### config.mk
export PLATFORM = sky130hd
export DESIGN_NAME = vend_sequencer
export DESIGN_NICKNAME = d
export VERILOG_FILES = /design/src/rtl/vend_pkg.sv /design/src/rtl/change_payout.sv /design/src/rtl/vend_sequencer.sv
export SDC_FILE = /design/constraint.sdc
export NUM_CORES = 1
export LEC_CHECK = 0
export ABC_AREA = 1
export CORE_MARGIN = 4
export CORE_UTILIZATION = 52
export CTS_CLUSTER_SIZE = 28
export DETAILED_ROUTE_END_ITERATION = 10
export PLACE_DENSITY = 0.76
export SYNTH_ARGS = -nofsm -noshare
export SYNTH_HDL_FRONTEND = slang
export SYNTH_SLANG_ARGS = --single-unit
### constraint.sdc
create_clock -name clk -period 2.25 [get_ports clk]
set_clock_uncertainty 0.05 [all_clocks]
set_input_delay 0.45 -clock clk [delete_from_list [all_inputs] [get_ports clk]]
set_output_delay 0.45 -clock clk [all_outputs]
set_load 0.03 [all_outputs]
### src/rtl/vend_pkg.sv
// Shared types and constants for the vending transaction controller.
package vend_pkg;

    localparam int CREDIT_W = 6;

    localparam logic [CREDIT_W-1:0] NICKEL  = 6'd1;
    localparam logic [CREDIT_W-1:0] DIME    = 6'd2;
    localparam logic [CREDIT_W-1:0] QUARTER = 6'd5;

    typedef enum logic [2:0] {
        IDLE,
        COLLECT,
        DISPENSE,
        CHANGE_ISSUE,
        CHANGE_WAIT,
        FAULT
    } state_t;

    typedef enum logic [1:0] {
        PAY_IDLE,
        PAY_ISSUE,
        PAY_WAIT
    } pay_phase_t;

    // Largest coin that does not exceed the amount still owed (amount >= 1).
    function automatic logic [CREDIT_W-1:0] greedy_coin(input logic [CREDIT_W-1:0] amt);
        if (amt >= QUARTER) begin
            return QUARTER;
        end else if (amt >= DIME) begin
            return DIME;
        end else begin
            return NICKEL;
        end
    endfunction

endpackage

### src/rtl/change_payout.sv
// Greedy change engine: loads an amount on start, ejects one coin per
// issue phase, waits for the hopper ack, and times out if none arrives.
module change_payout
    import vend_pkg::*;
#(
    parameter int TIMEOUT_CYC = 1000
) (
    input  logic                clk,
    input  logic                reset,
    input  logic                i_start,
    input  logic [CREDIT_W-1:0] i_amount,
    input  logic                i_ack,
    output logic                o_pay_n,
    output logic                o_pay_d,
    output logic                o_pay_q,
    output logic                o_done,
    output logic                o_timeout,
    output logic [CREDIT_W-1:0] o_remaining
);

    localparam int              CNT_W   = $clog2(TIMEOUT_CYC + 1);
    localparam logic [CNT_W-1:0] TO_LAST = CNT_W'(TIMEOUT_CYC - 1);

    pay_phase_t          r_phase;
    pay_phase_t          w_phase_nxt;
    logic [CREDIT_W-1:0] r_remaining;
    logic [CNT_W-1:0]    r_cnt;
    logic                r_pay_n;
    logic                r_pay_d;
    logic                r_pay_q;
    logic [CREDIT_W-1:0] w_coin;
    logic                w_last;
    logic                w_waiting;

    // The coin owed next is fixed while waiting, since remaining only moves on ack.
    assign w_coin    = greedy_coin(r_remaining);
    assign w_last    = (r_remaining == w_coin);
    assign w_waiting = (r_phase == PAY_WAIT);

    // Completion wins over timeout when both land in the same cycle.
    assign o_done      = w_waiting && i_ack && w_last;
    assign o_timeout   = w_waiting && !i_ack && (r_cnt == TO_LAST);
    assign o_pay_n     = r_pay_n;
    assign o_pay_d     = r_pay_d;
    assign o_pay_q     = r_pay_q;
    assign o_remaining = r_remaining;

    // Phase register.
    always_ff @(posedge clk) begin
        if (reset) begin
            r_phase <= PAY_IDLE;
        end else begin
            r_phase <= w_phase_nxt;
        end
    end

    // Next-phase logic: issue one coin, then wait for its ack or a timeout.
    always_comb begin
        w_phase_nxt = r_phase;
        case (r_phase)
            PAY_IDLE:  if (i_start) w_phase_nxt = PAY_ISSUE;
            PAY_ISSUE: w_phase_nxt = PAY_WAIT;
            PAY_WAIT: begin
                if (i_ack) begin
                    w_phase_nxt = w_last ? PAY_IDLE : PAY_ISSUE;
                end else if (o_timeout) begin
                    w_phase_nxt = PAY_IDLE;
                end
            end
            default:   w_phase_nxt = PAY_IDLE;
        endcase
    end

    // Eject pulses, amount still owed, and the ack wait counter.
    always_ff @(posedge clk) begin
        if (reset) begin
            r_remaining <= '0;
            r_cnt       <= '0;
            r_pay_n     <= 1'b0;
            r_pay_d     <= 1'b0;
            r_pay_q     <= 1'b0;
        end else begin
            r_pay_q <= (r_phase == PAY_ISSUE) && (w_coin == QUARTER);
            r_pay_d <= (r_phase == PAY_ISSUE) && (w_coin == DIME);
            r_pay_n <= (r_phase == PAY_ISSUE) && (w_coin == NICKEL);
            if ((r_phase == PAY_IDLE) && i_start) begin
                r_remaining <= i_amount;
            end else if (w_waiting && i_ack) begin
                r_remaining <= r_remaining - w_coin;
            end
            r_cnt <= w_waiting ? r_cnt + CNT_W'(1) : '0;
        end
    end

endmodule

### src/rtl/vend_sequencer.sv
// Vending transaction controller: coin credit, selection gating,
// dispenser handshake, and change/refund through change_payout.
module vend_sequencer
    import vend_pkg::*;
#(
    parameter int PRICE_N     = 9,
    parameter int TIMEOUT_CYC = 1000
) (
    input  logic                clk,
    input  logic                reset,
    input  logic                n_in,
    input  logic                d_in,
    input  logic                q_in,
    input  logic                sel_diet,
    input  logic                sel_soda,
    input  logic                cancel,
    output logic                disp_req,
    output logic                disp_item,
    input  logic                disp_done,
    output logic                pay_n,
    output logic                pay_d,
    output logic                pay_q,
    input  logic                pay_ack,
    output logic                coin_reject,
    output logic [CREDIT_W-1:0] credit,
    output logic                busy,
    output logic                fault
);

    localparam int                  CNT_W   = $clog2(TIMEOUT_CYC + 1);
    localparam logic [CNT_W-1:0]    TO_LAST = CNT_W'(TIMEOUT_CYC - 1);
    localparam logic [CREDIT_W-1:0] PRICE_C = CREDIT_W'(PRICE_N);

    state_t              r_state;
    state_t              w_state_nxt;
    logic [CREDIT_W-1:0] r_credit;
    logic [CREDIT_W-1:0] w_credit_nxt;
    logic [CREDIT_W-1:0] w_add;
    logic [CREDIT_W-1:0] w_amount;
    logic [CREDIT_W-1:0] w_remaining;
    logic [CNT_W-1:0]    r_wait_cnt;
    logic                w_coin_ok;
    logic                w_reject;
    logic                w_sel;
    logic                w_start;
    logic                w_item_nxt;
    logic                w_fault_nxt;
    logic                w_pay_done;
    logic                w_pay_timeout;
    logic                r_coin_reject;
    logic                r_disp_req;
    logic                r_disp_item;
    logic                r_busy;
    logic                r_fault;

    assign w_sel       = sel_diet | sel_soda;
    assign disp_req    = r_disp_req;
    assign disp_item   = r_disp_item;
    assign coin_reject = r_coin_reject;
    assign credit      = r_credit;
    assign busy        = r_busy;
    assign fault       = r_fault;

    // Coin acceptance: only while collecting below price, priority N > D > Q.
    always_comb begin
        w_coin_ok = ((r_state == IDLE) || (r_state == COLLECT)) && (r_credit < PRICE_C);
        w_add     = '0;
        w_reject  = 1'b0;
        if (w_coin_ok) begin
            if (n_in) begin
                w_add    = NICKEL;
                w_reject = d_in | q_in;
            end else if (d_in) begin
                w_add    = DIME;
                w_reject = q_in;
            end else if (q_in) begin
                w_add    = QUARTER;
            end
        end else begin
            w_reject = n_in | d_in | q_in;
        end
    end

    // State register.
    always_ff @(posedge clk) begin
        if (reset) begin
            r_state <= IDLE;
        end else begin
            r_state <= w_state_nxt;
        end
    end

    // Next-state, credit and payout-start decisions.
    always_comb begin
        w_state_nxt  = r_state;
        w_credit_nxt = r_credit;
        w_start      = 1'b0;
        w_amount     = r_credit;
        w_item_nxt   = r_disp_item;
        w_fault_nxt  = r_fault;
        case (r_state)
            IDLE: begin
                if (w_add != '0) begin
                    w_state_nxt  = COLLECT;
                    w_credit_nxt = r_credit + w_add;
                end
            end
            COLLECT: begin
                if (cancel) begin
                    // A coin accepted alongside cancel is refunded with the rest.
                    w_state_nxt  = CHANGE_ISSUE;
                    w_credit_nxt = r_credit + w_add;
                    w_amount     = r_credit + w_add;
                    w_start      = 1'b1;
                end else if ((r_credit >= PRICE_C) && w_sel) begin
                    w_state_nxt = DISPENSE;
                    w_item_nxt  = sel_diet;
                end else begin
                    w_credit_nxt = r_credit + w_add;
                end
            end
            DISPENSE: begin
                if (disp_done) begin
                    w_credit_nxt = r_credit - PRICE_C;
                    if (r_credit == PRICE_C) begin
                        w_state_nxt = IDLE;
                    end else begin
                        w_state_nxt = CHANGE_ISSUE;
                        w_amount    = r_credit - PRICE_C;
                        w_start     = 1'b1;
                    end
                end else if (r_wait_cnt == TO_LAST) begin
                    w_state_nxt = FAULT;
                    w_fault_nxt = 1'b1;
                end
            end
            CHANGE_ISSUE: begin
                w_state_nxt = CHANGE_WAIT;
            end
            CHANGE_WAIT: begin
                if (pay_ack) begin
                    w_credit_nxt = w_remaining - greedy_coin(w_remaining);
                    w_state_nxt  = w_pay_done ? IDLE : CHANGE_ISSUE;
                end else if (w_pay_timeout) begin
                    w_state_nxt = FAULT;
                    w_fault_nxt = 1'b1;
                end
            end
            FAULT: begin
                w_state_nxt = FAULT;
            end
            default: begin
                w_state_nxt = IDLE;
            end
        endcase
    end

    // Registered outputs and the dispenser wait counter.
    always_ff @(posedge clk) begin
        if (reset) begin
            r_credit      <= '0;
            r_coin_reject <= 1'b0;
            r_disp_req    <= 1'b0;
            r_disp_item   <= 1'b0;
            r_busy        <= 1'b0;
            r_fault       <= 1'b0;
            r_wait_cnt    <= '0;
        end else begin
            r_credit      <= w_credit_nxt;
            r_coin_reject <= w_reject;
            r_disp_req    <= (w_state_nxt == DISPENSE);
            r_disp_item   <= w_item_nxt;
            r_busy        <= !((w_state_nxt == IDLE) || (w_state_nxt == COLLECT));
            r_fault       <= w_fault_nxt;
            r_wait_cnt    <= (r_state == DISPENSE) ? r_wait_cnt + CNT_W'(1) : '0;
        end
    end

    change_payout #(
        .TIMEOUT_CYC(TIMEOUT_CYC)
    ) u_payout (
        .clk        (clk),
        .reset      (reset),
        .i_start    (w_start),
        .i_amount   (w_amount),
        .i_ack      (pay_ack),
        .o_pay_n    (pay_n),
        .o_pay_d    (pay_d),
        .o_pay_q    (pay_q),
        .o_done     (w_pay_done),
        .o_timeout  (w_pay_timeout),
        .o_remaining(w_remaining)
    );

endmodule

Word-level counts from Yosys, hierarchy flattened

Index checks and enable logic that the tools add are counted.

Output and inout bits: 14
Word-level logic and storage cells: 131
Register bits: 45
Input port bits: 10

Reductions and logical operators: 27
Add/subtract/negate cells: 6
Bitwise logic cells: 7
Multiplexer cells: 47
Equality and inequality tests: 26
Magnitude comparators: 4

Operators with widths:

| kind                                                              | number |
|---|---|
| two-way mux 6 bit                                                 | 12 |
| two-way mux 3 bit                                                 | 12 |
| case mux 6 bit (4 select lines)                                   | 1 |
| adder 10 x 1 -> 10 bit, second input constant                     | 2 |
| equality test 10 bit, second input constant                       | 2 |
| case mux 3 bit (6 select lines)                                   | 1 |
| equality test 3 x 2 -> 1 bit, second input constant               | 4 |
| two-way mux 2 bit                                                 | 6 |
| case mux 6 bit (2 select lines)                                   | 1 |
| two-way mux 1 bit                                                 | 11 |
| logical AND 1 bit                                                 | 10 |
| != test 2 bit, second input constant                              | 5 |
| AND reduction 5 bit                                               | 2 |
| equality test 3 x 1 -> 1 bit, second input constant               | 3 |
| equality test 3 bit, second input constant                        | 3 |
| adder 6 bit                                                       | 1 |
| equality test 6 x 3 -> 1 bit                                      | 1 |
| equality test 6 x 4 -> 1 bit, second input constant               | 1 |
| greater-or-equal comparator 6 x 2 -> 1 bit, second input constant | 1 |
| greater-or-equal comparator 6 x 3 -> 1 bit, second input constant | 1 |
| greater-or-equal comparator 6 x 4 -> 1 bit, second input constant | 1 |
| logical NOT 3 bit                                                 | 2 |
| < comparator 6 x 4 -> 1 bit, second input constant                | 1 |
| != test 2 x 1 -> 1 bit, second input constant                     | 3 |
| other kinds (20)                                                  | 30 |

Depth between registers and ports, before layout

Depth in word-level cells: 11
Mapped depth: 17
Mapped depth without buffers: 17

Modules after synthesis

A second synthesis with hierarchy kept.

Cell total of the unflattened synthesis: 472
Area, all modules: 3047.9 um^2

By module, submodules not included:

| module         | cells each | area each (um^2) | times used |
|---|---|---|---|
| vend_sequencer | 314        | 1918.1           | 1 |
| change_payout  | 158        | 1129.8           | 1 |

Worst setup path after synthesis

OpenSTA, ideal clock, no wires.

Path kind: flip-flop to flip-flop
Start point: register r_credit[0], in the netlist credit[0]
End point: register u_payout.r_remaining[4], in the netlist u_payout.o_remaining[4]
Clock period less this slack: 2.563 ns
Required time: 2.130 ns
Path buffers: 0
Arrival time: 2.443 ns
Cell stages (with the launch flop): 15
Library setup time: 0.070 ns
Path slack: -0.313 ns
Cell sequence: dfxtp_1 > inv_1 > ha_1 > nand2_1 > a21oi_2 > nand2_1 > nor2_1 > ha_1 > fa_1 > nand2_1 > a21oi_1 > xor2_1 > o211ai_1 > nand2_1 > a21oi_1

Word-level cells in the longest chain between the ends: 7
Elaborated cells on any way between the ends: 16
Classes of those cells: 2 x add/sub; 1 x order compare; 1 x eq/ne; 9 x mux; 3 x reduce/logical

Ends and longest elaborated chain:

| element                         | RTL line              | RTL |
|---|---|---|
| from (decl)                     | vend_sequencer.sv:36  | `logic [CREDIT_W-1:0] r_credit;` |
| from (signal assigned)          | vend_sequencer.sv:169 | `r_credit <= w_credit_nxt;` |
| < comparator 6 x 4 -> 1 bit     | vend_sequencer.sv:66  | `w_coin_ok = ((r_state == IDLE) \|\| (r_state == COLLECT)) && (r_credit < PRICE_C);` |
| logical AND 1 bit               | vend_sequencer.sv:66  |  |
| two-way mux 3 bit               | vend_sequencer.sv:69  | `if (w_coin_ok) begin` |
| adder 6 bit                     | vend_sequencer.sv:113 | `w_amount = r_credit + w_add;` |
| two-way mux 6 bit               | vend_sequencer.sv:109 | `if (cancel) begin` |
| case mux 6 bit (2 select lines) | vend_sequencer.sv:101 | `case (r_state)` |
| two-way mux 6 bit               | change_payout.sv:86   | `if ((r_phase == PAY_IDLE) && i_start) begin` |
| to (signal assigned)            | change_payout.sv:87   | `r_remaining <= i_amount;` |
| to (signal assigned)            | change_payout.sv:89   | `r_remaining <= r_remaining - w_coin;` |
| to (decl)                       | change_payout.sv:26   | `logic [CREDIT_W-1:0] r_remaining;` |

Several ways; a longest one is shown, not always the timed one.
A chain may end at the register's enable or synchronous reset.

Worst setup path after layout

Start point: register r_credit[0], in the netlist credit[0]
End point: register u_payout.r_remaining[3], in the netlist u_payout.o_remaining[3]

Same word-level chain as after synthesis.

==> results.md <==
* Clock root buffer: clkbuf_8
* CP required at 2.40 ns
* Gate Count Post-Synth at between 300 and 400
* Port Buf Inserts at 23
* WHS Endpoint: r_wait_cnt[0]
* Post-DP Area at around 0.0034 mm^2
* Estimated wirelength of the detail-placed design at 5230 um
* TritonCTS Sinks at between 40 and 50
* Antenna Cells at 0
* Global placement routability congestion at a little under 1
* FFs w/ async S/R, synth at 0%
* Crit-path max cell delay at 0.36 ns
* Crit path max fanout at 4
* P_leak at 1.672 nW
* DRC Markers at 0
* Min cycle time layout at about 2.4 ns
* Vias in the first global route at between 2000 and 3000
* Syn_nets at ~420
* Layout cells sized above 1 at a little over a quarter
* Fmax at 413.2 MHz
* Worst R2R Path Depth at 14
* Slew HR at roughly 66%
* CTS Hold Bufs at 0
* Die area at approximately 0.0064 mm^2
* Number of synthesized flops with an enable pin at 0
* Synth Area per Inst at a little under 7 um^2
* Yosys reg bits at between 40 and 50
* CP top delay family: simple AND/OR/NAND/NOR gates
* Sequential share of the synthesized area at ~34%
* R2R setup slack at -0.17 ns
* Num ports at 24
* Global-route wire length before repair at 11820 um
* Starting density of the core at 55.28%
* Synthesis warning total at 0
* Setup_tns at -0.7751 ns
* Status: finished with violations
* TritonCTS Buffers at 5
* Vias per cell at ~5.5
* Pwr per Cell Area at 1338 mW/mm^2
* Critical Path End Type: flip-flop
* Setup violations, final at 9
* CTS tree: done
* Setup CP Type: flip-flop to flip-flop
* VDD IR max at between 0.0007 and 0.0008 V
* Per-cell routed wire length at approximately 14 um
* Fin cells at 548
* FP Rows at 25
* Total power at approximately 5.0 mW
* Least-Margin Pin Slew at 0.5152 ns
* Chip Width at between 70 and 80 um
* Drt first pass iters at 5
* Fin. Hold Viols at 0
* Tcrit/Tclk final at 107.6%
* All-Layer GR Usage at between 20% and 30%
* Main synth FF type: dfxtp_1
* Post-route ant nets at 0
* Yosys cell types at 37
* Hold slack final at approximately 0.4 ns
* Core area at around 0.0048 mm^2
* Die H at between 70 and 80 um
* H-Tree Level Count at 2
* Global route total overflow at 0
* Clk buf depth at 2
* Cell area after synthesis at 0.002680 mm^2
* Slew Limit Fails at 0
* CP max stage cell: dfxtp_4
* Initial antenna violation count at 0
* Buffers & Inverters on Critical Path at 1
* Pin count of the biggest net entering global routing at 16
* Worst Path Arrival at 2.57 ns
* CP cell instances: inv_4 -> ha_4 -> nand2_4 -> a21oi_4 -> nand2_4 -> nor3_4 -> ha_4 -> nand2_2 -> nand2_2 -> a21oi_2 -> xor2_1 -> o22ai_2 -> nor2_1 -> nor3_2
* Via Count at ~3000
* Post-synth top area share at around a third
* Nets at roughly 500
* Critical Path Start Type: flip-flop
* R2R Path Start: credit[0]
* Max cap viols at 0
* Final-layout fill cell count at around 370
* Post-Place Cells at approximately 530
* RSZ-0062 raised after global routing: true
* WHS Path Cells at 1
* Worst hold-check path type: flip-flop to flip-flop
* Ranking of synthesized cells by area: dfxtp_1, nand2_1, nor2_1, inv_1, nand3_1
* Failing checks: negative setup slack
* Hold path startpoint: r_wait_cnt[0]
* Area Growth Syn to Fin at 39.82%
* First-iteration detailed-routing DRC count at ~280
* Final non-filler cell area at around 0.0037 mm^2
* Final setup margin at -0.1704 ns
* Clock slew at reported path FFs at approximately 0.090 ns
* Synth area leader: dfxtp_1
* RR Endpoint: u_payout.o_remaining[3]
* Routed WL at between 7000 and 8000 um
* Clk Latency, worst-skew pair at 0.31 ns
## what timing repair did
| item | CTS | global route |
|---|---|---|
| resized for setup | 9 | 40 |
| pin swaps | 18 | 35 |
| setup buffers | 6 | 6 |
| setup endpoints to repair | 9 | 14 |
## worst max path at each step
stage | endpoint | cells after the start | slack [ns] | from
2_1_floorplan | credit[4] | 14 | 0.0003 | credit[1]
3_3_place_gp | u_payout.o_remaining[4] | 12 | -0.26 | d_in
3_5_place_dp | credit[4] | 12 | -0.35 | d_in
4_1_cts | u_payout.o_remaining[3] | 14 | -0.05 | credit[1]
5_1_grt | u_payout.o_remaining[3] | 14 | -0.30 | credit[1]
6_report | u_payout.o_remaining[3] | 14 | -0.17 | credit[0]
## final cells by class
class	instances	area, um^2	area share (%)
Multi-Input combinational cell	292	1747	46.61
Sequential cell	45	915.9	24.44
Timing Repair Buffer	80	671.9	17.93
Inverter	56	217.7	5.810
Tap cell	67	83.83	2.237
Clock buffer	6	72.57	1.937
Clock inverter	2	38.79	1.035
## flip-flops by register name (all words and copies together) (netlist names)
| signal | cells |
|---|---|
| busy | 1 |
| coin_reject | 1 |
| credit | 6 |
| disp_item | 1 |
| disp_req | 1 |
| fault | 1 |
| r_state | 3 |
| r_wait_cnt | 10 |
| u_payout.o_pay_d | 1 |
| u_payout.o_pay_n | 1 |
| u_payout.o_pay_q | 1 |
| u_payout.o_remaining | 6 |
| u_payout.r_cnt | 10 |
| u_payout.r_phase | 2 |
## metal layers
metal | track usage (%) | vias to the layer above | share of wire [%]
li1 | - | 1455 | -
met1 | 29.63 | 1377 | 41
met2 | 40.32 | 144 | 49
met3 | 4.176 | 30 | 6.5
met4 | 6.926 | 0 | 3.4
met5 | 0 | - | 0
## Yosys cell counts, drive strengths merged (2+ instances only)
cell type and instances:
nand2 90, nor2 56, inv 55, dfxtp 45
nand3 29, o21ai 28, a21oi 26, nor3 12
ha 10, xor2 10, nand4 7, o211ai 6
buf 3, or2 3, xnor2 3, and3 2
fa 2, o221ai 2
## kinds of logic after synthesis
family,count (synthesis),share of synthesized area [%]
compound gates,67,14.29
xor+xnor,13,4.248
fa+ha+maj,12,6.163
buf+inv,60,8.870
flops,45,33.61
simple gates,200,32.82
## placed cells by master (no fill, tap or decap), types with 4 or more instances in the layout
cell and count:
dfxtp_1 37, nor3_1 8, ha_4 4, buf_4 54, clkbuf_8 5, nand4_1 7
ha_1 6, a21oi_2 4, clkdlybuf4s50_1 22, inv_1 44, nand2_1 80, o211ai_1 6
nor2_1 52, xor2_1 8, a21oi_1 20, nand2_2 7, o21ai_0 17, inv_2 8
nand3_1 26, dfxtp_2 6, o21ai_1 10
## per-stage QoR
| stage | utilization, % | setup slack [ns] |
|---|---|---|
| after floorplan | - | 0.0003439 |
| after global placement | 69.70 | -0.2641 |
| after detailed placement | 69.70 | -0.3487 |
| after CTS | 73.55 | -0.05183 |
| after global routing | 77.29 | -0.2982 |
| final | 77.29 | -0.1704 |
## power breakdown
group	internal, mW	switching, mW	total, mW
registers	0.936	0.0893	1.02
clock network	0.334	0.299	0.633
logic	1.53	1.82	3.36
total	2.80	2.21	5.02
Power figures use the tool's default switching activity.
